--- config.mk ---
export PLATFORM = sky130hd
export DESIGN_NAME = fpu_cvt_arb
export DESIGN_NICKNAME = d
export VERILOG_FILES = /design/src/rtl/fpu_pkg.sv /design/src/rtl/fpu_flt2int.sv /design/src/rtl/fpu_cvt_arb.sv
export SDC_FILE = /design/constraint.sdc
export NUM_CORES = 1
export LEC_CHECK = 0
export CELL_PAD_IN_SITES_DETAIL_PLACEMENT = 1
export CELL_PAD_IN_SITES_GLOBAL_PLACEMENT = 2
export CORE_MARGIN = 8
export CORE_UTILIZATION = 34
export CTS_CLUSTER_SIZE = 16
export DETAILED_ROUTE_END_ITERATION = 6
export PLACE_DENSITY = 0.89
export SLEW_MARGIN = 20
export SYNTH_ARGS = -nofsm -noshare
export SYNTH_HDL_FRONTEND = slang
export SYNTH_HIERARCHICAL = 1
export SYNTH_SLANG_ARGS = --single-unit
--- constraint.sdc ---
create_clock -name clock -period 22 [get_ports clock]
set_clock_uncertainty 0.2 [all_clocks]
set_input_delay 3.3 -clock clock [delete_from_list [all_inputs] [get_ports clock]]
set_output_delay 3.3 -clock clock [all_outputs]
set_load 0.05 [all_outputs]
--- src/rtl/fpu_pkg.sv ---
// Shared definitions for the float-to-int conversion slice: rounding-mode
// encodings, the request record handed to the shared converter, and small
// helpers for resolving the dynamic rounding mode.
package fpu_pkg;

  localparam logic [2:0] RNE = 3'b000;
  localparam logic [2:0] RTZ = 3'b001;
  localparam logic [2:0] RDN = 3'b010;
  localparam logic [2:0] RUP = 3'b011;
  localparam logic [2:0] RMM = 3'b100;
  localparam logic [2:0] DYN = 3'b111;

  // Width of the tag field in the request record; the arbiter's TAG_W
  // must not exceed it.
  localparam int CVT_TAG_W = 5;

  typedef struct packed {
    logic [31:0]          op;
    logic                 is_signed;
    logic [2:0]           rm;
    logic [CVT_TAG_W-1:0] tag;
  } cvt_req_t;

  function automatic logic [2:0] resolve_rm(input logic [2:0] rm, input logic [2:0] frm);
    return (rm == DYN) ? frm : rm;
  endfunction

  function automatic logic rm_illegal(input logic [2:0] rm);
    return rm > RMM;
  endfunction

endpackage

--- src/rtl/fpu_flt2int.sv ---
// Combinational single-precision float to 32-bit integer converter.
//   op        : IEEE-754 binary32 operand
//   is_signed : 1 = int32 target, 0 = uint32 target
//   rm        : resolved rounding mode (RNE/RTZ/RDN/RUP/RMM; others truncate)
//   res       : converted integer, saturated on overflow; NaN converts as a
//               positive overflow; negative values to unsigned give 0.
module fpu_flt2int
  import fpu_pkg::*;
(
  input  logic [31:0] op,
  input  logic        is_signed,
  input  logic [2:0]  rm,
  output logic [31:0] res
);

  function automatic logic round_up(input logic [2:0] mode, input logic sign,
                                    input logic lsb, input logic rbit, input logic sticky);
    case (mode)
      RNE:     return rbit && (sticky || lsb);
      RTZ:     return 1'b0;
      RDN:     return sign && (rbit || sticky);
      RUP:     return !sign && (rbit || sticky);
      RMM:     return rbit;
      default: return 1'b0;
    endcase
  endfunction

  function automatic logic [31:0] saturate(input logic sign, input logic sgn_tgt,
                                           input logic ovf, input logic [31:0] mag);
    if (!sgn_tgt) begin
      if (sign) return 32'h0;
      return ovf ? 32'hFFFF_FFFF : mag;
    end
    if (ovf) return sign ? 32'h8000_0000 : 32'h7FFF_FFFF;
    if (!sign) return mag[31] ? 32'h7FFF_FFFF : mag;
    return (mag > 32'h8000_0000) ? 32'h8000_0000 : (32'h0 - mag);
  endfunction

  logic [7:0]  exp_f;
  logic [23:0] sig;
  logic        is_nan;
  logic        sign;
  logic        ovf;
  logic        tiny;
  logic [5:0]  shamt;
  logic [63:0] fixed;
  logic [31:0] intp;
  logic        rbit;
  logic        sticky;
  logic        rup;
  logic [31:0] mag;

  always_comb begin
    exp_f  = op[30:23];
    sig    = {|exp_f, op[22:0]};
    is_nan = (exp_f == 8'hFF) && (op[22:0] != 23'h0);
    sign   = op[31] && !is_nan;
    // Magnitude >= 2^32 (including Inf/NaN) overflows any 32-bit target.
    ovf    = exp_f >= 8'd159;
    // Magnitude < 0.5: integer part and round bit are zero, only sticky survives.
    tiny   = exp_f < 8'd126;
    // Fixed point with 32 integer and 32 fraction bits; the hidden bit sits at
    // bit 63 before shifting, so shifts of 0..32 never lose bits.
    shamt  = 6'(8'd158 - exp_f);
    fixed  = {sig, 40'h0} >> shamt;
    intp   = tiny ? 32'h0 : fixed[63:32];
    rbit   = tiny ? 1'b0 : fixed[31];
    sticky = tiny ? (|op[30:0]) : (|fixed[30:0]);
    // An all-ones magnitude must not wrap to zero when rounding up.
    rup    = round_up(rm, sign, intp[0], rbit, sticky) && (intp != 32'hFFFF_FFFF);
    mag    = intp + 32'(rup);
    res    = saturate(sign, is_signed, ovf, mag);
  end

endmodule

--- src/rtl/fpu_cvt_arb.sv ---
// Two-requester round-robin front end for a shared float-to-int converter.
//   clock, reset   : single clock, synchronous active-high reset
//   flush          : squash the pending result and refuse requests this cycle
//   frm            : dynamic rounding mode used when a request's rm is DYN
//   req_*          : per-requester valid/ready handshake and payload
//   out_*          : one-entry result register with valid/ready handshake;
//                    out_src names the requester, out_illegal flags an illegal
//                    effective rounding mode (out_data is then 0)
// All out_* payload reads as 0 while out_valid is low.
module fpu_cvt_arb
  import fpu_pkg::*;
#(
  parameter int TAG_W = 5,
  parameter int NREQ  = 2
) (
  input  logic                       clock,
  input  logic                       reset,
  input  logic                       flush,
  input  logic [2:0]                 frm,
  input  logic [NREQ-1:0]            req_valid,
  output logic [NREQ-1:0]            req_ready,
  input  logic [NREQ-1:0][31:0]      req_op,
  input  logic [NREQ-1:0]            req_signed,
  input  logic [NREQ-1:0][2:0]       req_rm,
  input  logic [NREQ-1:0][TAG_W-1:0] req_tag,
  output logic                       out_valid,
  input  logic                       out_ready,
  output logic [31:0]                out_data,
  output logic [TAG_W-1:0]           out_tag,
  output logic                       out_src,
  output logic                       out_illegal
);

  logic             vld_p0;
  logic             ptr_p0;
  logic [31:0]      data_p0;
  logic [TAG_W-1:0] tag_p0;
  logic             src_p0;
  logic             ill_p0;

  logic             gnt;
  logic             can_issue;
  logic             accept;
  cvt_req_t         sel;
  logic [2:0]       eff_rm;
  logic             illegal;
  logic [31:0]      cvt_res;

  always_comb begin
    // With both valid the pointer decides; otherwise the lone requester wins.
    gnt            = (&req_valid) ? ptr_p0 : req_valid[1];
    can_issue      = !vld_p0 || out_ready;
    accept         = (|req_valid) && can_issue && !flush && !reset;
    req_ready      = '0;
    req_ready[gnt] = accept;
    sel.op         = req_op[gnt];
    sel.is_signed  = req_signed[gnt];
    sel.rm         = req_rm[gnt];
    sel.tag        = CVT_TAG_W'(req_tag[gnt]);
    eff_rm         = resolve_rm(sel.rm, frm);
    illegal        = rm_illegal(eff_rm);
  end

  fpu_flt2int u_cvt (
    .op        (sel.op),
    .is_signed (sel.is_signed),
    .rm        (eff_rm),
    .res       (cvt_res)
  );

  // Stage p0: result register and round-robin pointer
  always_ff @(posedge clock) begin
    if (reset) begin
      vld_p0 <= 1'b0;
      ptr_p0 <= 1'b0;
    end else begin
      if (flush)          vld_p0 <= 1'b0;
      else if (accept)    vld_p0 <= 1'b1;
      else if (out_ready) vld_p0 <= 1'b0;
      if (accept) ptr_p0 <= ~gnt;
    end
  end

  always_ff @(posedge clock) begin
    if (accept) begin
      data_p0 <= illegal ? 32'h0 : cvt_res;
      tag_p0  <= sel.tag[TAG_W-1:0];
      src_p0  <= gnt;
      ill_p0  <= illegal;
    end
  end

  assign out_valid   = vld_p0;
  assign out_data    = vld_p0 ? data_p0 : 32'h0;
  assign out_tag     = vld_p0 ? tag_p0 : '0;
  assign out_src     = vld_p0 && src_p0;
  assign out_illegal = vld_p0 && ill_p0;

endmodule
Yosys cells after proc, flatten, opt, wreduce, memory -nomap -nowiden
Index checks and enable logic that the tools add are counted.
- input port bits: 91
- output and inout bits: 42
- flip-flop bits (word level): 41
- word-level logic and storage cells: 92
- reductions and logical operators: 29
- add/sub/neg operators: 3
- $lt $le $gt $ge: 6
- equal/unequal tests: 6
- bitwise operators: 2
- shift-type cells: 1
- muxes and demuxes: 39
- operators by type and width (kind ; number):
    32-bit two-way mux ; 15
    64-bit by 6-bit >> shifter with 64-bit output ; 1
    31-bit OR reduction ; 2
    32-bit by 1-bit adder with 32-bit output ; 1
    32-bit > comparator (second input constant) ; 1
    32-bit inequality test (second input constant) ; 1
    1-bit by 32-bit subtractor with 32-bit output (first input constant) ; 1
    31-bit two-way mux ; 1
    23-bit nonzero test ; 1
    1-bit two-way mux ; 15
    5-bit two-way mux ; 3
    1-bit logical AND ; 12
    3-bit two-way mux ; 3
    8-bit == test (second input constant) ; 1
    8-bit >= comparator (second input constant) ; 1
    8-bit by 7-bit less-than comparator with 1-bit output (second input constant) ; 1
    8-bit OR reduction ; 1
    3-bit by 2-bit == test with 1-bit output (second input constant) ; 2
    3-bit == test (second input constant) ; 2
    5-bit by 6-bit subtractor with 6-bit output (first input constant) ; 1
    1-bit zero test ; 5
    1-bit one-hot mux with 4 select lines ; 1
    2-bit OR reduction ; 2
    3-bit > comparator (second input constant) ; 1
    9 further kinds ; 11

Longest topological paths before layout
Gate-level depths: netlist (run 1).
- word-level depth: 21
- mapped depth: 41
- mapped depth without buffers: 32

By module
The synthesis (run 1) kept the hierarchy.
- by module, submodules not included (module ; times used ; seq. area each (sq um) ; cells each ; area each (sq um)):
    fpu_flt2int ; 1 ; 0.0 ; 741 ; 5225.0
    fpu_cvt_arb ; 1 ; 1211.2 ; 279 ; 2402.3

Least setup slack after synthesis (run 1)
No wires, ideal clock.
- path kind: input port to flip-flop
- from: input port req_valid[0]
- to: register data_p0[22] (data pin)
- slack: 11.191 ns
- data arrival time: 10.355 ns
- required time: 21.545 ns
- stages: 37
- setup time: 0.255 ns
- path buffers: 10
- cell sequence: nand2b_4 > nand2_4 > inv_2 > buf_1 > nand2_1 > nand2_1 > buf_4 > buf_8 > buf_12 > inv_1 > ha_1 > buf_2 > buf_4 > buf_2 > clkbuf_1 > mux4_2 > o21ai_0 > nand2_1 > o2111ai_1 > o21ai_0 > a32oi_1 > o21a_1 > ha_1 > ha_1 > o41ai_1 > or4_4 > nor3_4 > xnor2_1 > o211ai_2 > or4_1 > buf_2 > or4_1 > buf_2 > nor3_1 > mux2i_1 > o21ai_1 > and2_1
- RTL lines (what ; line ; RTL):
    start, declared ; fpu_cvt_arb.sv:20 ; input logic [NREQ-1:0] req_valid,
    end signal, assigned ; fpu_cvt_arb.sv:86 ; data_p0 <= illegal ? 32'h0 : cvt_res;
    end, declared ; fpu_cvt_arb.sv:36 ; logic [31:0] data_p0;

==> results of run 1 <==
-- area by class of cell --
cell class | count | area (um^2) | share of cell area, %
Multi-Input combinational cell | 895 | 5970 | 64.9
Timing Repair Buffer | 147 | 1430 | 15.6
Sequential cell | 41 | 1210 | 13.2
Tap cell | 285 | 357 | 3.88
Clock buffer | 6 | 129 | 1.40
Inverter | 16 | 60.1 | 0.653
Clock inverter | 2 | 38.8 | 0.422
-- worst paths after layout --
check	endpoint	cells past startpoint	slack [ps]	start
max	data_p0[2]	33	8510	req_valid[1]
min	ptr_p0	2	320	ptr_p0
max reg2reg	data_p0[2]	33	11680	ptr_p0
min reg2reg	ptr_p0	2	320	ptr_p0
-- cell usage in the layout (no fill, tap or decap), drive strengths merged, types with 27 or more instances in the layout --
| master | instances |
|---|---|
| nor2 | 89 |
| a21oi | 41 |
| nand3 | 27 |
| clkdlybuf4s50 | 132 |
| nor3 | 42 |
| edfxtp | 39 |
| and2 | 83 |
| mux2i | 48 |
| nand2 | 188 |
| o21ai | 65 |
-- through the flow --
stage               std cells  power [mW]  util (%)
finish                   1392       0.554      41.3
global route             1392       0.590      41.3
CTS                      1392       0.552      41.3
detailed placement       1384       0.469      40.5
global placement         1384       0.465      40.5
floorplan                1020       0.370         -
-- sequential cells by signal (all words and copies together), names as in the netlist --
signal and count:
out_valid 1, src_p0 1, tag_p0 5, ill_p0 1, data_p0 32, ptr_p0 1
-- cells by family after synthesis --
group / Yosys count / share of synthesized area (%)
AO/OA/AOI/OAI: 241 / 22.3
XOR/XNOR: 28 / 3.90
adder cells (fa/ha/maj): 6 / 0.984
buffers and inverters: 84 / 6.20
flip-flops: 41 / 15.9
multiplexers: 87 / 14.7
AND/OR/NAND/NOR: 533 / 36.0
-- critical path: cells and delay by family --
family          cells  cell delay [ps]
buf+inv             4             2220
simple gates       14             3270
compound gates     10             3040
fa+ha+maj           3             1030
xor+xnor            1              160
mux                 1              320
-- power by group through the flow --
stage | Combinational, mW | Sequential, mW | Clock [mW]
3_5_place_dp | 0.371 | 0.0977 | 0
2_1_floorplan | 0.273 | 0.0970 | 0
5_1_grt | 0.408 | 0.0965 | 0.0851
4_1_cts | 0.373 | 0.0961 | 0.0831
3_3_place_gp | 0.367 | 0.0974 | 0
6_report | 0.377 | 0.0959 | 0.0808
-- metal layers --
metal / vias up / share of wire [%]
met4: 0 / 3.4
li1: 3958 / -
met3: 57 / 5.1
met5: - / 0
met2: 290 / 48
met1: 3884 / 43
==> impl_results.html, run 1 <==
<table>
<tr><th>Metric</th><th>Value</th></tr>
<tr><th colspan="2">Global routing</th></tr>
<tr><td>Via count of the first global-routing pass</td><td>8324</td></tr>
<tr><td>Met1 routing resource usage after global routing</td><td>25.4%</td></tr>
<tr><td>GRT Residual Overflow</td><td>0</td></tr>
<tr><td>Met2 track utilization from global routing</td><td>34.2%</td></tr>
<tr><td>Wire length of the first global-routing pass</td><td>between 40000 and 50000 um</td></tr>
<tr><td>Antenna violations before repair</td><td>0</td></tr>
<tr><td>GRT busiest layer</td><td>met2</td></tr>
<tr><td>Met3 track utilization from global routing</td><td>2.22%</td></tr>
<tr><td>Largest net degree at the start of global routing</td><td>53</td></tr>
<tr><td>Gr usage total</td><td>20.1%</td></tr>
<tr><th colspan="2">Drt</th></tr>
<tr><td>Wire length reported by the detailed router</td><td>28700 um</td></tr>
<tr><td>Routed Antenna Nets</td><td>0</td></tr>
<tr><td>Routed vias</td><td>between 8000 and 9000</td></tr>
<tr><td>Wirelength per Cell</td><td>20.7 um</td></tr>
<tr><td>Drt first pass iters</td><td>6</td></tr>
<tr><td>Ratio of routed vias to standard cells</td><td>~5.9</td></tr>
<tr><td>DR DRC count</td><td>0</td></tr>
<tr><td>DRT iter0 DRCs</td><td>503</td></tr>
<tr><th colspan="2">Layout</th></tr>
<tr><td>Diode insertion count for antenna repair</td><td>0</td></tr>
<tr><td>Net total in the final layout</td><td>1203</td></tr>
<tr><td>Area added between synthesis and finish</td><td>20.6%</td></tr>
<tr><td>Fraction of final layout cells with drive strength greater than 1</td><td>9.49%</td></tr>
<tr><td>Final instance area</td><td>9200 um^2</td></tr>
<tr><td>FILL cells</td><td>2775</td></tr>
<tr><th colspan="2">Timing</th></tr>
<tr><td>Ratio of final minimum period to clock period</td><td>61.3%</td></tr>
<tr><td>Final worst setup slack</td><td>8510 ps</td></tr>
<tr><td>Pins over their slew limit</td><td>0</td></tr>
<tr><td>Highest clock frequency the design can meet</td><td>74.1 MHz</td></tr>
<tr><td>Hold slack final</td><td>325 ps</td></tr>
<tr><td>Worst slew margin</td><td>29.2%</td></tr>
<tr><td>Number of hold-slack violations in the final timing report</td><td>0</td></tr>
<tr><td>Least-Margin Pin Slew</td><td>1040 ps</td></tr>
<tr><td>Final critical path time including I/O delays and setup</td><td>13490 ps</td></tr>
<tr><td>Setup repair after global routing missed its margin</td><td>false</td></tr>
<tr><td>Post-Route Setup TNS</td><td>0 ps</td></tr>
<tr><td>Final number of setup-violating endpoints</td><td>0</td></tr>
<tr><th colspan="2">Synthesis</th></tr>
<tr><td>Instance count of the mapped netlist</td><td>1020</td></tr>
<tr><td>Average cell area after synthesis</td><td>7.48 um^2</td></tr>
<tr><td>Distinct cell type count of the synthesized netlist</td><td>103</td></tr>
<tr><td>Count of flip-flops with a built-in enable after synthesis</td><td>39</td></tr>
<tr><td>Most frequently used cell type in the post-synthesis netlist</td><td>sky130_fd_sc_hd__nand2_1</td></tr>
<tr><td>Yosys warnings</td><td>6</td></tr>
<tr><td>Cell area after synthesis</td><td>~7600 um^2</td></tr>
<tr><td>Top post-synthesis cells by count</td><td>sky130_fd_sc_hd__nand2_1 (187), sky130_fd_sc_hd__nor2_1 (88), sky130_fd_sc_hd__and2_1 (81)</td></tr>
<tr><td>Most frequently used flop master after synthesis</td><td>sky130_fd_sc_hd__edfxtp_1</td></tr>
<tr><td>Cell types with the largest area share after synthesis</td><td>sky130_fd_sc_hd__edfxtp_1 (15%), sky130_fd_sc_hd__nand2_1 (9.2%), sky130_fd_sc_hd__and2_1 (6.6%), sky130_fd_sc_hd__mux2i_1 (6.3%), sky130_fd_sc_hd__mux4_2 (4.4%)</td></tr>
<tr><td>Library cell with the largest summed area after synthesis</td><td>sky130_fd_sc_hd__edfxtp_1</td></tr>
<tr><td>Synth async-reset ratio</td><td>0%</td></tr>
<tr><td>Net count of the mapped netlist</td><td>1117</td></tr>
<tr><td>Portion of the post-synthesis area used by sequential elements</td><td>15.9%</td></tr>
<tr><td>Area share of the largest cell type after synthesis</td><td>15.4%</td></tr>
<tr><td>Seq cells post-synth</td><td>41</td></tr>
<tr><th colspan="2">Worst setup path</th></tr>
<tr><td>CP peak stage delay</td><td>960 ps</td></tr>
<tr><td>Required time at the endpoint of the critical path</td><td>21950 ps</td></tr>
<tr><td>Startpoint types</td><td>input port</td></tr>
<tr><td>Type of the worst setup path</td><td>in -&gt; reg</td></tr>
<tr><td>Most common cell type on the critical path</td><td>sky130_fd_sc_hd__o21ai_0</td></tr>
<tr><td>Worst EP arrival</td><td>13440 ps</td></tr>
<tr><td>Element type at the critical path end</td><td>flop</td></tr>
<tr><td>Cell type of the slowest stage on the worst timing path</td><td>sky130_fd_sc_hd__o41ai_4</td></tr>
<tr><td>Maximum fanout along the worst path</td><td>between 50 and 60</td></tr>
<tr><th colspan="2">Floorplan</th></tr>
<tr><td>Die Span Y</td><td>around 170 um</td></tr>
<tr><td>Number of primary I/O pins</td><td>133</td></tr>
<tr><td>Horizontal die dimension</td><td>166 um</td></tr>
<tr><td>Row count</td><td>55</td></tr>
<tr><td>Placeable core region</td><td>22300 um^2</td></tr>
<tr><td>Effective utilization at floorplan</td><td>between 30% and 40%</td></tr>
<tr><td>Overall die area</td><td>27500 um^2</td></tr>
<tr><th colspan="2">CTS</th></tr>
<tr><td>Clock-pin slew on the worst setup and hold paths</td><td>about 60 ps</td></tr>
<tr><td>Cell chosen for the clock root</td><td>sky130_fd_sc_hd__clkbuf_16</td></tr>
<tr><td>Number of buffers inserted by hold repair at cts</td><td>0</td></tr>
<tr><td>Setup Buffers After CTS</td><td>0</td></tr>
<tr><td>Clk Latency, worst-skew pair</td><td>280 ps</td></tr>
<tr><td>CTS tree</td><td>yes</td></tr>
<tr><td>CTS max path bufs</td><td>2</td></tr>
<tr><td>Number of levels the H-tree was split into</td><td>2</td></tr>
<tr><td>Num CTS Buffers</td><td>5</td></tr>
<tr><td>Clock sink count</td><td>41</td></tr>
<tr><td>Cts repair resizes</td><td>0</td></tr>
<tr><th colspan="2">Power and ir drop</th></tr>
<tr><td>Relative contribution of the clock network to total power</td><td>14.6%</td></tr>
<tr><td>Comb pwr share</td><td>68.1%</td></tr>
<tr><td>Sequential share of power</td><td>17.3%</td></tr>
<tr><td>Internal portion of total power</td><td>0.286 mW</td></tr>
<tr><td>Leakage power total</td><td>3.37 nW</td></tr>
<tr><td>Total net switching power</td><td>0.268 mW</td></tr>
<tr><td>Maximum resistive drop on vdd</td><td>27.4 uV</td></tr>
<tr><td>P per Cell Area</td><td>60.2 nW/um^2</td></tr>
<tr><td>Switch share</td><td>48.4%</td></tr>
<tr><th colspan="2">Placement</th></tr>
<tr><td>Worst setup timing slack at the placement stage</td><td>around 8300 ps</td></tr>
<tr><td>Placer's final routability congestion estimate</td><td>between 0.9 and 1</td></tr>
<tr><td>Cell area reported after detailed placement</td><td>roughly 9000 um^2</td></tr>
<tr><td>Detail Placement HPWL</td><td>23200 um</td></tr>
<tr><td>Port buffer count</td><td>132</td></tr>
<tr><th colspan="2">Hold path</th></tr>
<tr><td>Worst hold path class</td><td>reg -&gt; reg</td></tr>
<tr><th colspan="2">Run status</th></tr>
<tr><td>Outcome</td><td>completed</td></tr>
<tr><th colspan="2">Job</th></tr>
<tr><td>Max-capacitance violation count</td><td>0</td></tr>
</table>
Note: power is estimated with default switching activity, not from simulation.
==> inputs of run 2 (changes only) <==
--- a/config.mk
+++ b/config.mk
@@ -8,10 +8,10 @@
 export CELL_PAD_IN_SITES_DETAIL_PLACEMENT = 1
 export CELL_PAD_IN_SITES_GLOBAL_PLACEMENT = 2
 export CORE_MARGIN = 8
-export CORE_UTILIZATION = 34
+export CORE_UTILIZATION = 28
 export CTS_CLUSTER_SIZE = 16
 export DETAILED_ROUTE_END_ITERATION = 6
-export PLACE_DENSITY = 0.89
+export PLACE_DENSITY = 0.78
 export SLEW_MARGIN = 20
 export SYNTH_ARGS = -nofsm -noshare
 export SYNTH_HDL_FRONTEND = slang
==> constraint.sdc (replaced) <==
create_clock -name clock -period 11.9 [get_ports clock]
set_clock_uncertainty 0.2 [all_clocks]
set_input_delay 1.785 -clock clock [delete_from_list [all_inputs] [get_ports clock]]
set_output_delay 1.785 -clock clock [all_outputs]
set_load 0.05 [all_outputs]
==> impl_results.html, run 2 (synthesis gave the netlist of run 1 again) <==
<table>
<tr><th>Metric</th><th>Value</th></tr>
<tr><th colspan="2">Run status</th></tr>
<tr><td>Outcome</td><td>completed (unchanged)</td></tr>
<tr><th colspan="2">Layout</th></tr>
<tr><td>Most flop-heavy register</td><td>data_p0 (unchanged)</td></tr>
<tr><td>Number of flip-flops in the largest register</td><td>32 (unchanged)</td></tr>
<tr><td>Commonest non-fill, non-tap cell in the layout</td><td>sky130_fd_sc_hd__nand2_1 (unchanged)</td></tr>
<tr><td>Final instance area</td><td>9310 um^2 (was 9200 um^2)</td></tr>
<tr><td>Diode insertion count for antenna repair</td><td>0 (unchanged)</td></tr>
<tr><td>Area added between synthesis and finish</td><td>22.1% (was 20.6%)</td></tr>
<tr><td>Net total in the final layout</td><td>1212 (was 1203)</td></tr>
<tr><td>Final Util</td><td>34.7% (was 41.3%)</td></tr>
<tr><td>Fraction of final layout cells with drive strength greater than 1</td><td>10.2% (was 9.49%)</td></tr>
<tr><td>Leading registers by flop count</td><td>data_p0: 32 flops, tag_p0: 5 flops (unchanged)</td></tr>
<tr><td>Commonest non-fill, non-tap cells in the layout</td><td>sky130_fd_sc_hd__nand2_1 (186), sky130_fd_sc_hd__clkdlybuf4s50_1 (132), sky130_fd_sc_hd__nor2_1 (88) (unchanged)</td></tr>
<tr><th colspan="2">Worst setup path</th></tr>
<tr><td>Startpoint types</td><td>input port (unchanged)</td></tr>
<tr><td>Cell type of the slowest stage on the worst timing path</td><td>sky130_fd_sc_hd__or4_1 (was sky130_fd_sc_hd__o41ai_4)</td></tr>
<tr><td>Most common cell type on the critical path</td><td>sky130_fd_sc_hd__buf_4 (was sky130_fd_sc_hd__o21ai_0)</td></tr>
<tr><td>Required time at the endpoint of the critical path</td><td>11850 ps (was 21950 ps)</td></tr>
<tr><td>Element type at the critical path end</td><td>flop (unchanged)</td></tr>
<tr><td>Type of the worst setup path</td><td>in -&gt; reg (unchanged)</td></tr>
<tr><td>Worst EP arrival</td><td>10710 ps (was 13440 ps)</td></tr>
<tr><td>CP peak stage delay</td><td>680 ps (was 960 ps)</td></tr>
<tr><td>Maximum fanout along the worst path</td><td>44 (was 52)</td></tr>
<tr><th colspan="2">Timing</th></tr>
<tr><td>Post-Route Setup TNS</td><td>0 ps (unchanged)</td></tr>
<tr><td>Final critical path time including I/O delays and setup</td><td>between 10000 and 15000 ps</td></tr>
<tr><td>Setup repair after global routing missed its margin</td><td>false (unchanged)</td></tr>
<tr><td>Final worst setup slack</td><td>1140 ps (was 8510 ps)</td></tr>
<tr><td>Least-Margin Pin Slew</td><td>951 ps (was 1040 ps)</td></tr>
<tr><td>Highest clock frequency the design can meet</td><td>92.9 MHz</td></tr>
<tr><td>Ratio of final minimum period to clock period</td><td>90.4%</td></tr>
<tr><td>Final number of setup-violating endpoints</td><td>0 (unchanged)</td></tr>
<tr><td>Pins over their slew limit</td><td>0 (unchanged)</td></tr>
<tr><td>Worst slew margin</td><td>36.0% (was 29.2%)</td></tr>
<tr><td>Number of hold-slack violations in the final timing report</td><td>0 (unchanged)</td></tr>
<tr><th colspan="2">CTS</th></tr>
<tr><td>Setup Buffers After CTS</td><td>0 (unchanged)</td></tr>
<tr><td>CTS max path bufs</td><td>2 (unchanged)</td></tr>
<tr><td>Cell chosen for the clock root</td><td>sky130_fd_sc_hd__clkbuf_16 (unchanged)</td></tr>
<tr><td>Number of levels the H-tree was split into</td><td>2 (unchanged)</td></tr>
<tr><td>Number of buffers inserted by hold repair at cts</td><td>0 (unchanged)</td></tr>
<tr><td>Clock-pin slew on the worst setup and hold paths</td><td>60 ps (about the same)</td></tr>
<tr><td>Clk Latency, worst-skew pair</td><td>280 ps (about the same)</td></tr>
<tr><td>Num CTS Buffers</td><td>5 (unchanged)</td></tr>
<tr><td>Cts repair resizes</td><td>0 (unchanged)</td></tr>
<tr><td>CTS tree</td><td>yes (unchanged)</td></tr>
<tr><td>Clock sink count</td><td>41 (unchanged)</td></tr>
<tr><th colspan="2">Global routing</th></tr>
<tr><td>Wire length of the first global-routing pass</td><td>48500 um (was 46400 um)</td></tr>
<tr><td>Via count of the first global-routing pass</td><td>8472 (was 8324)</td></tr>
<tr><td>Largest net degree at the start of global routing</td><td>49 (was 53)</td></tr>
<tr><td>GRT Residual Overflow</td><td>0 (unchanged)</td></tr>
<tr><td>Gr usage total</td><td>17.9% (was 20.1%)</td></tr>
<tr><td>Antenna violations before repair</td><td>0 (unchanged)</td></tr>
<tr><th colspan="2">Floorplan</th></tr>
<tr><td>Die Span Y</td><td>181 um (was 166 um)</td></tr>
<tr><td>Overall die area</td><td>32800 um^2 (was 27500 um^2)</td></tr>
<tr><td>Horizontal die dimension</td><td>181 um (was 166 um)</td></tr>
<tr><td>Effective utilization at floorplan</td><td>28.4% (was 34.2%)</td></tr>
<tr><td>Number of primary I/O pins</td><td>133 (unchanged)</td></tr>
<tr><td>Row count</td><td>60 (was 55)</td></tr>
<tr><td>Placeable core region</td><td>26900 um^2 (was 22300 um^2)</td></tr>
<tr><th colspan="2">Drt</th></tr>
<tr><td>Wire length reported by the detailed router</td><td>30200 um (was 28700 um)</td></tr>
<tr><td>Routed vias</td><td>8219 (was 8189)</td></tr>
<tr><td>Drt first pass iters</td><td>5 (was 6)</td></tr>
<tr><td>Wirelength per Cell</td><td>20.8 um (was 20.7 um)</td></tr>
<tr><td>DRT iter0 DRCs</td><td>487 (was 503)</td></tr>
<tr><td>Routed Antenna Nets</td><td>0 (unchanged)</td></tr>
<tr><td>Ratio of routed vias to standard cells</td><td>5.64 (was 5.88)</td></tr>
<tr><td>DR DRC count</td><td>0 (unchanged)</td></tr>
<tr><th colspan="2">Placement</th></tr>
<tr><td>Placer's final routability congestion estimate</td><td>0.927 (was 0.952)</td></tr>
<tr><td>Detail Placement HPWL</td><td>24800 um (was 23200 um)</td></tr>
<tr><td>Port buffer count</td><td>132 (unchanged)</td></tr>
<tr><td>Worst setup timing slack at the placement stage</td><td>935 ps (was 8300 ps)</td></tr>
<tr><td>Cell area reported after detailed placement</td><td>9170 um^2 (was 9030 um^2)</td></tr>
<tr><th colspan="2">Power and ir drop</th></tr>
<tr><td>P per Cell Area</td><td>110 nW/um^2 (was 60.2 nW/um^2)</td></tr>
<tr><td>Total net switching power</td><td>0.506 mW (was 0.268 mW)</td></tr>
<tr><td>Sequential share of power</td><td>17.4% (was 17.3%)</td></tr>
<tr><td>Switch share</td><td>49.5% (was 48.4%)</td></tr>
<tr><td>Internal portion of total power</td><td>0.516 mW (was 0.286 mW)</td></tr>
<tr><td>Relative contribution of the clock network to total power</td><td>12.7% (was 14.6%)</td></tr>
<tr><td>Maximum resistive drop on vdd</td><td>52.7 uV (was 27.4 uV)</td></tr>
<tr><td>PnR Total Power</td><td>1.02 mW (was 0.554 mW)</td></tr>
<tr><td>Comb pwr share</td><td>70.0% (was 68.1%)</td></tr>
<tr><td>Leakage power total</td><td>3.39 nW (was 3.37 nW)</td></tr>
<tr><th colspan="2">Hold path</th></tr>
<tr><td>Worst hold path class</td><td>reg -&gt; reg (unchanged)</td></tr>
<tr><th colspan="2">Job</th></tr>
<tr><td>Max-capacitance violation count</td><td>0 (unchanged)</td></tr>
</table>
-- run 2: changes by cell type in the layout (fill, tap and decap cells not counted), sizes merged --
cell      before  now
clkinvlp       0    2
buf           15   24
clkinv         1    0
bufinv         1    0
-- run 2: cell type report --
type	instances	area, um^2
tap	341	427
clock inverter	2	15.0
fill	3280	17600
timing repair buffer	156	1500
inverter	16	60.1
clock buffer	6	129
sequential	41	1210
multi-input combinational	895	5970
-- run 2: per-layer routing --
layer  up-vias  routed length, um  global-route usage, %
li1       3977                  -                      -
met1      3940              13200                   22.0
met2       249              14600                   31.6
met3        53               1460                   2.27
met4         0                934                   6.13
met5         -                  0                      0
-- run 2: worst max-delay path: cells and delay by family --
kind                       cells  cell delay [ps]
xor gates and xnor gates       1              380
buffers and inverters          5             1890
adders and majority gates      2              490
AOI/OAI and AO/OA              8             1800
and+or+nand+nor               17             4340
-- run 2: worst paths after layout --
kind | startpoint | to | slack (ps) | cells after the start
max | req_valid[0] | data_p0[1] | 1140 | 33
min | ptr_p0 | ptr_p0 | 300 | 2
max reg2reg | ptr_p0 | data_p0[1] | 2800 | 32
min reg2reg | ptr_p0 | ptr_p0 | 300 | 2
-- run 2: per-stage QoR --
step	std cells	hold WS, ps
2_1_floorplan	1020	269
3_3_place_gp	1449	298
3_5_place_dp	1449	290
4_1_cts	1457	305
5_1_grt	1457	332
6_report	1457	298
-- run 2: power groups by stage --
stage / Clock (mW) / Sequential, mW / Combinational [mW]
after CTS: 0.133 / 0.178 / 0.710
after global routing: 0.137 / 0.179 / 0.774
after floorplan: 0 / 0.179 / 0.505
after global placement: 0 / 0.180 / 0.700
final: 0.129 / 0.177 / 0.716
after detailed placement: 0 / 0.181 / 0.706
==> inputs of run 3 (changes only) <==
--- a/config.mk
+++ b/config.mk
@@ -5,13 +5,12 @@
 export SDC_FILE = /design/constraint.sdc
 export NUM_CORES = 1
 export LEC_CHECK = 0
-export CELL_PAD_IN_SITES_DETAIL_PLACEMENT = 1
-export CELL_PAD_IN_SITES_GLOBAL_PLACEMENT = 2
 export CORE_MARGIN = 8
-export CORE_UTILIZATION = 28
+export CORE_UTILIZATION = 50
 export CTS_CLUSTER_SIZE = 16
 export DETAILED_ROUTE_END_ITERATION = 6
-export PLACE_DENSITY = 0.78
+export MAX_ROUTING_LAYER = met4
+export PLACE_DENSITY_LB_ADDON = 0.25
 export SLEW_MARGIN = 20
 export SYNTH_ARGS = -nofsm -noshare
 export SYNTH_HDL_FRONTEND = slang
==> impl_results.html, run 3 (synthesis gave the netlist of run 1 again) <==
<table>
<tr><th>Metric</th><th>Value</th></tr>
<tr><th colspan="2">CTS</th></tr>
<tr><td>CTS tree</td><td>yes (unchanged)</td></tr>
<tr><td>Setup Buffers After CTS</td><td>0 (unchanged)</td></tr>
<tr><td>Num CTS Buffers</td><td>5 (unchanged)</td></tr>
<tr><td>Number of levels the H-tree was split into</td><td>2 (unchanged)</td></tr>
<tr><td>Cell chosen for the clock root</td><td>sky130_fd_sc_hd__clkbuf_16 (unchanged)</td></tr>
<tr><td>CTS max path bufs</td><td>2 (unchanged)</td></tr>
<tr><td>Clock-pin slew on the worst setup and hold paths</td><td>60 ps (about the same)</td></tr>
<tr><td>Clock sink count</td><td>41 (unchanged)</td></tr>
<tr><td>Clk Latency, worst-skew pair</td><td>280 ps (about the same)</td></tr>
<tr><td>Number of buffers inserted by hold repair at cts</td><td>0 (unchanged)</td></tr>
<tr><td>Cts repair resizes</td><td>0 (unchanged)</td></tr>
<tr><th colspan="2">Layout</th></tr>
<tr><td>Net total in the final layout</td><td>1207 (was 1212)</td></tr>
<tr><td>Commonest non-fill, non-tap cells in the layout</td><td>sky130_fd_sc_hd__nand2_1 (186), sky130_fd_sc_hd__clkdlybuf4s50_1 (132), sky130_fd_sc_hd__nor2_1 (88) (unchanged)</td></tr>
<tr><td>Fraction of final layout cells with drive strength greater than 1</td><td>9.81% (was 10.2%)</td></tr>
<tr><td>Area added between synthesis and finish</td><td>19.1% (was 22.1%)</td></tr>
<tr><td>Diode insertion count for antenna repair</td><td>0 (unchanged)</td></tr>
<tr><td>Number of flip-flops in the largest register</td><td>32 (unchanged)</td></tr>
<tr><td>Commonest non-fill, non-tap cell in the layout</td><td>sky130_fd_sc_hd__nand2_1 (unchanged)</td></tr>
<tr><td>Leading registers by flop count</td><td>data_p0: 32 flops, tag_p0: 5 flops (unchanged)</td></tr>
<tr><td>Most flop-heavy register</td><td>data_p0 (unchanged)</td></tr>
<tr><th colspan="2">Power and ir drop</th></tr>
<tr><td>P per Cell Area</td><td>110 nW/um^2 (about the same)</td></tr>
<tr><td>Maximum resistive drop on vdd</td><td>61.7 uV (was 52.7 uV)</td></tr>
<tr><td>Leakage power total</td><td>3.37 nW (was 3.39 nW)</td></tr>
<tr><th colspan="2">Timing</th></tr>
<tr><td>Number of hold-slack violations in the final timing report</td><td>0 (unchanged)</td></tr>
<tr><td>Final worst setup slack</td><td>907 ps (was 1140 ps)</td></tr>
<tr><td>Least-Margin Pin Slew</td><td>856 ps (was 951 ps)</td></tr>
<tr><td>Pins over their slew limit</td><td>0 (unchanged)</td></tr>
<tr><td>Ratio of final minimum period to clock period</td><td>92.4% (was 90.4%)</td></tr>
<tr><td>Highest clock frequency the design can meet</td><td>91.0 MHz (was 92.9 MHz)</td></tr>
<tr><td>Final number of setup-violating endpoints</td><td>0 (unchanged)</td></tr>
<tr><td>Final critical path time including I/O delays and setup</td><td>10990 ps (was 10760 ps)</td></tr>
<tr><td>Worst slew margin</td><td>42.5% (was 36.0%)</td></tr>
<tr><td>Post-Route Setup TNS</td><td>0 ps (unchanged)</td></tr>
<tr><td>Setup repair after global routing missed its margin</td><td>false (unchanged)</td></tr>
<tr><th colspan="2">Floorplan</th></tr>
<tr><td>Die Span Y</td><td>140 um (was 181 um)</td></tr>
<tr><td>Horizontal die dimension</td><td>140 um (was 181 um)</td></tr>
<tr><td>Row count</td><td>45 (was 60)</td></tr>
<tr><td>Placeable core region</td><td>15000 um^2 (was 26900 um^2)</td></tr>
<tr><td>Overall die area</td><td>19500 um^2 (was 32800 um^2)</td></tr>
<tr><td>Effective utilization at floorplan</td><td>50.7% (was 28.4%)</td></tr>
<tr><td>Number of primary I/O pins</td><td>133 (unchanged)</td></tr>
<tr><th colspan="2">Global routing</th></tr>
<tr><td>GRT Residual Overflow</td><td>0 (unchanged)</td></tr>
<tr><td>Wire length of the first global-routing pass</td><td>40900 um (was 48500 um)</td></tr>
<tr><td>Gr usage total</td><td>26.1% (was 17.9%)</td></tr>
<tr><td>Antenna violations before repair</td><td>0 (unchanged)</td></tr>
<tr><td>Largest net degree at the start of global routing</td><td>49 (unchanged)</td></tr>
<tr><td>Via count of the first global-routing pass</td><td>7506 (was 8472)</td></tr>
<tr><th colspan="2">Run status</th></tr>
<tr><td>Outcome</td><td>finished, violations left (was completed)</td></tr>
<tr><td>Failing checks</td><td>design-rule violations</td></tr>
<tr><th colspan="2">Drt</th></tr>
<tr><td>Wirelength per Cell</td><td>19.8 um (was 20.8 um)</td></tr>
<tr><td>Routed Antenna Nets</td><td>0 (unchanged)</td></tr>
<tr><td>DRT iter0 DRCs</td><td>1139 (was 487)</td></tr>
<tr><td>Drt first pass iters</td><td>7 (was 5)</td></tr>
<tr><td>Routed vias</td><td>8273 (was 8219)</td></tr>
<tr><td>DR DRC count</td><td>12 (was 0)</td></tr>
<tr><td>Ratio of routed vias to standard cells</td><td>6.37 (was 5.64)</td></tr>
<tr><td>Wire length reported by the detailed router</td><td>25700 um (was 30200 um)</td></tr>
<tr><th colspan="2">Worst setup path</th></tr>
<tr><td>Element type at the critical path end</td><td>flop (unchanged)</td></tr>
<tr><td>Maximum fanout along the worst path</td><td>44 (unchanged)</td></tr>
<tr><td>Type of the worst setup path</td><td>in -&gt; reg (unchanged)</td></tr>
<tr><td>Worst EP arrival</td><td>10940 ps (was 10710 ps)</td></tr>
<tr><td>Startpoint types</td><td>input port (unchanged)</td></tr>
<tr><td>Required time at the endpoint of the critical path</td><td>11850 ps (about the same)</td></tr>
<tr><td>CP peak stage delay</td><td>760 ps (was 680 ps)</td></tr>
<tr><td>Cell type of the slowest stage on the worst timing path</td><td>sky130_fd_sc_hd__o41a_1 (was sky130_fd_sc_hd__or4_1)</td></tr>
<tr><th colspan="2">Job</th></tr>
<tr><td>Max-capacitance violation count</td><td>0 (unchanged)</td></tr>
<tr><th colspan="2">Placement</th></tr>
<tr><td>Worst setup timing slack at the placement stage</td><td>795 ps (was 935 ps)</td></tr>
<tr><td>Detail Placement HPWL</td><td>20500 um (was 24800 um)</td></tr>
<tr><td>Placer's final routability congestion estimate</td><td>1.07 (was 0.927)</td></tr>
<tr><td>Port buffer count</td><td>132 (unchanged)</td></tr>
<tr><th colspan="2">Hold path</th></tr>
<tr><td>Worst hold path class</td><td>reg -&gt; reg (unchanged)</td></tr>
</table>
==> run 3: cell count changes in the layout (fill, tap and decap cells not counted), sizes merged <==
cell / change
buf: -5
==> run 3: cell type report <==
cell class | instances | area, um^2
fillers | 1371 | 5950
multi-input cells | 895 | 5970
flip-flops and latches | 41 | 1210
clock buffers | 6 | 129
clock inverters | 2 | 15.0
inverters | 16 | 60.1
well taps | 188 | 235
repair buffers | 151 | 1460
==> run 3: worst paths after layout <==
path | slack, ps | cells after the start | start | endpoint
min | 320 | 2 | ptr_p0 | ptr_p0
max | 910 | 31 | req_valid[1] | data_p0[12]
max reg2reg | 2530 | 31 | ptr_p0 | data_p0[12]
min reg2reg | 320 | 2 | ptr_p0 | ptr_p0
==> run 3: metrics by stage <==
step / power (mW) / utilization [%] / area [um^2] / std cells / hold slack, ps
global placement: 0.849 / 59.5 / 8940 / 1291 / 293
finish: 0.997 / 60.4 / 9080 / 1299 / 324
floorplan: 0.684 / - / 7630 / 1020 / 269
CTS: 0.979 / 60.4 / 9080 / 1299 / 323
detailed placement: 0.849 / 59.5 / 8940 / 1291 / 310
global route: 1.05 / 60.4 / 9080 / 1299 / 337
==> run 3: routing by layer <==
layer | share of wire, % | routed length, um | up-vias | global-route usage [%]
li1 | - | - | 3970 | -
met1 | 40 | 10400 | 3783 | 32.0
met2 | 47 | 12200 | 429 | 44.1
met3 | 8.1 | 2080 | 91 | 2.60
met4 | 4.2 | 1080 | 0 | 9.19
met5 | 0 | 0 | - | -
==> run 3: worst max-delay path, delay by kind of cell <==
kind	cells	cell delay [ps]
buffers and inverters	3	1410
adder cells (fa/ha/maj)	3	980
XOR/XNOR	1	360
AO/OA/AOI/OAI	9	2680
multiplexers	1	280
AND/OR/NAND/NOR	14	3420
==> run 3: power by group <==
| part | leakage, nW | internal (mW) | switching, mW |
|---|---|---|---|
| registers | 0.387 | 0.174 | 0.00303 |
| clock network | 0.0631 | 0.0776 | 0.0499 |
| logic | 2.92 | 0.259 | 0.433 |
| total | 3.37 | 0.511 | 0.486 |
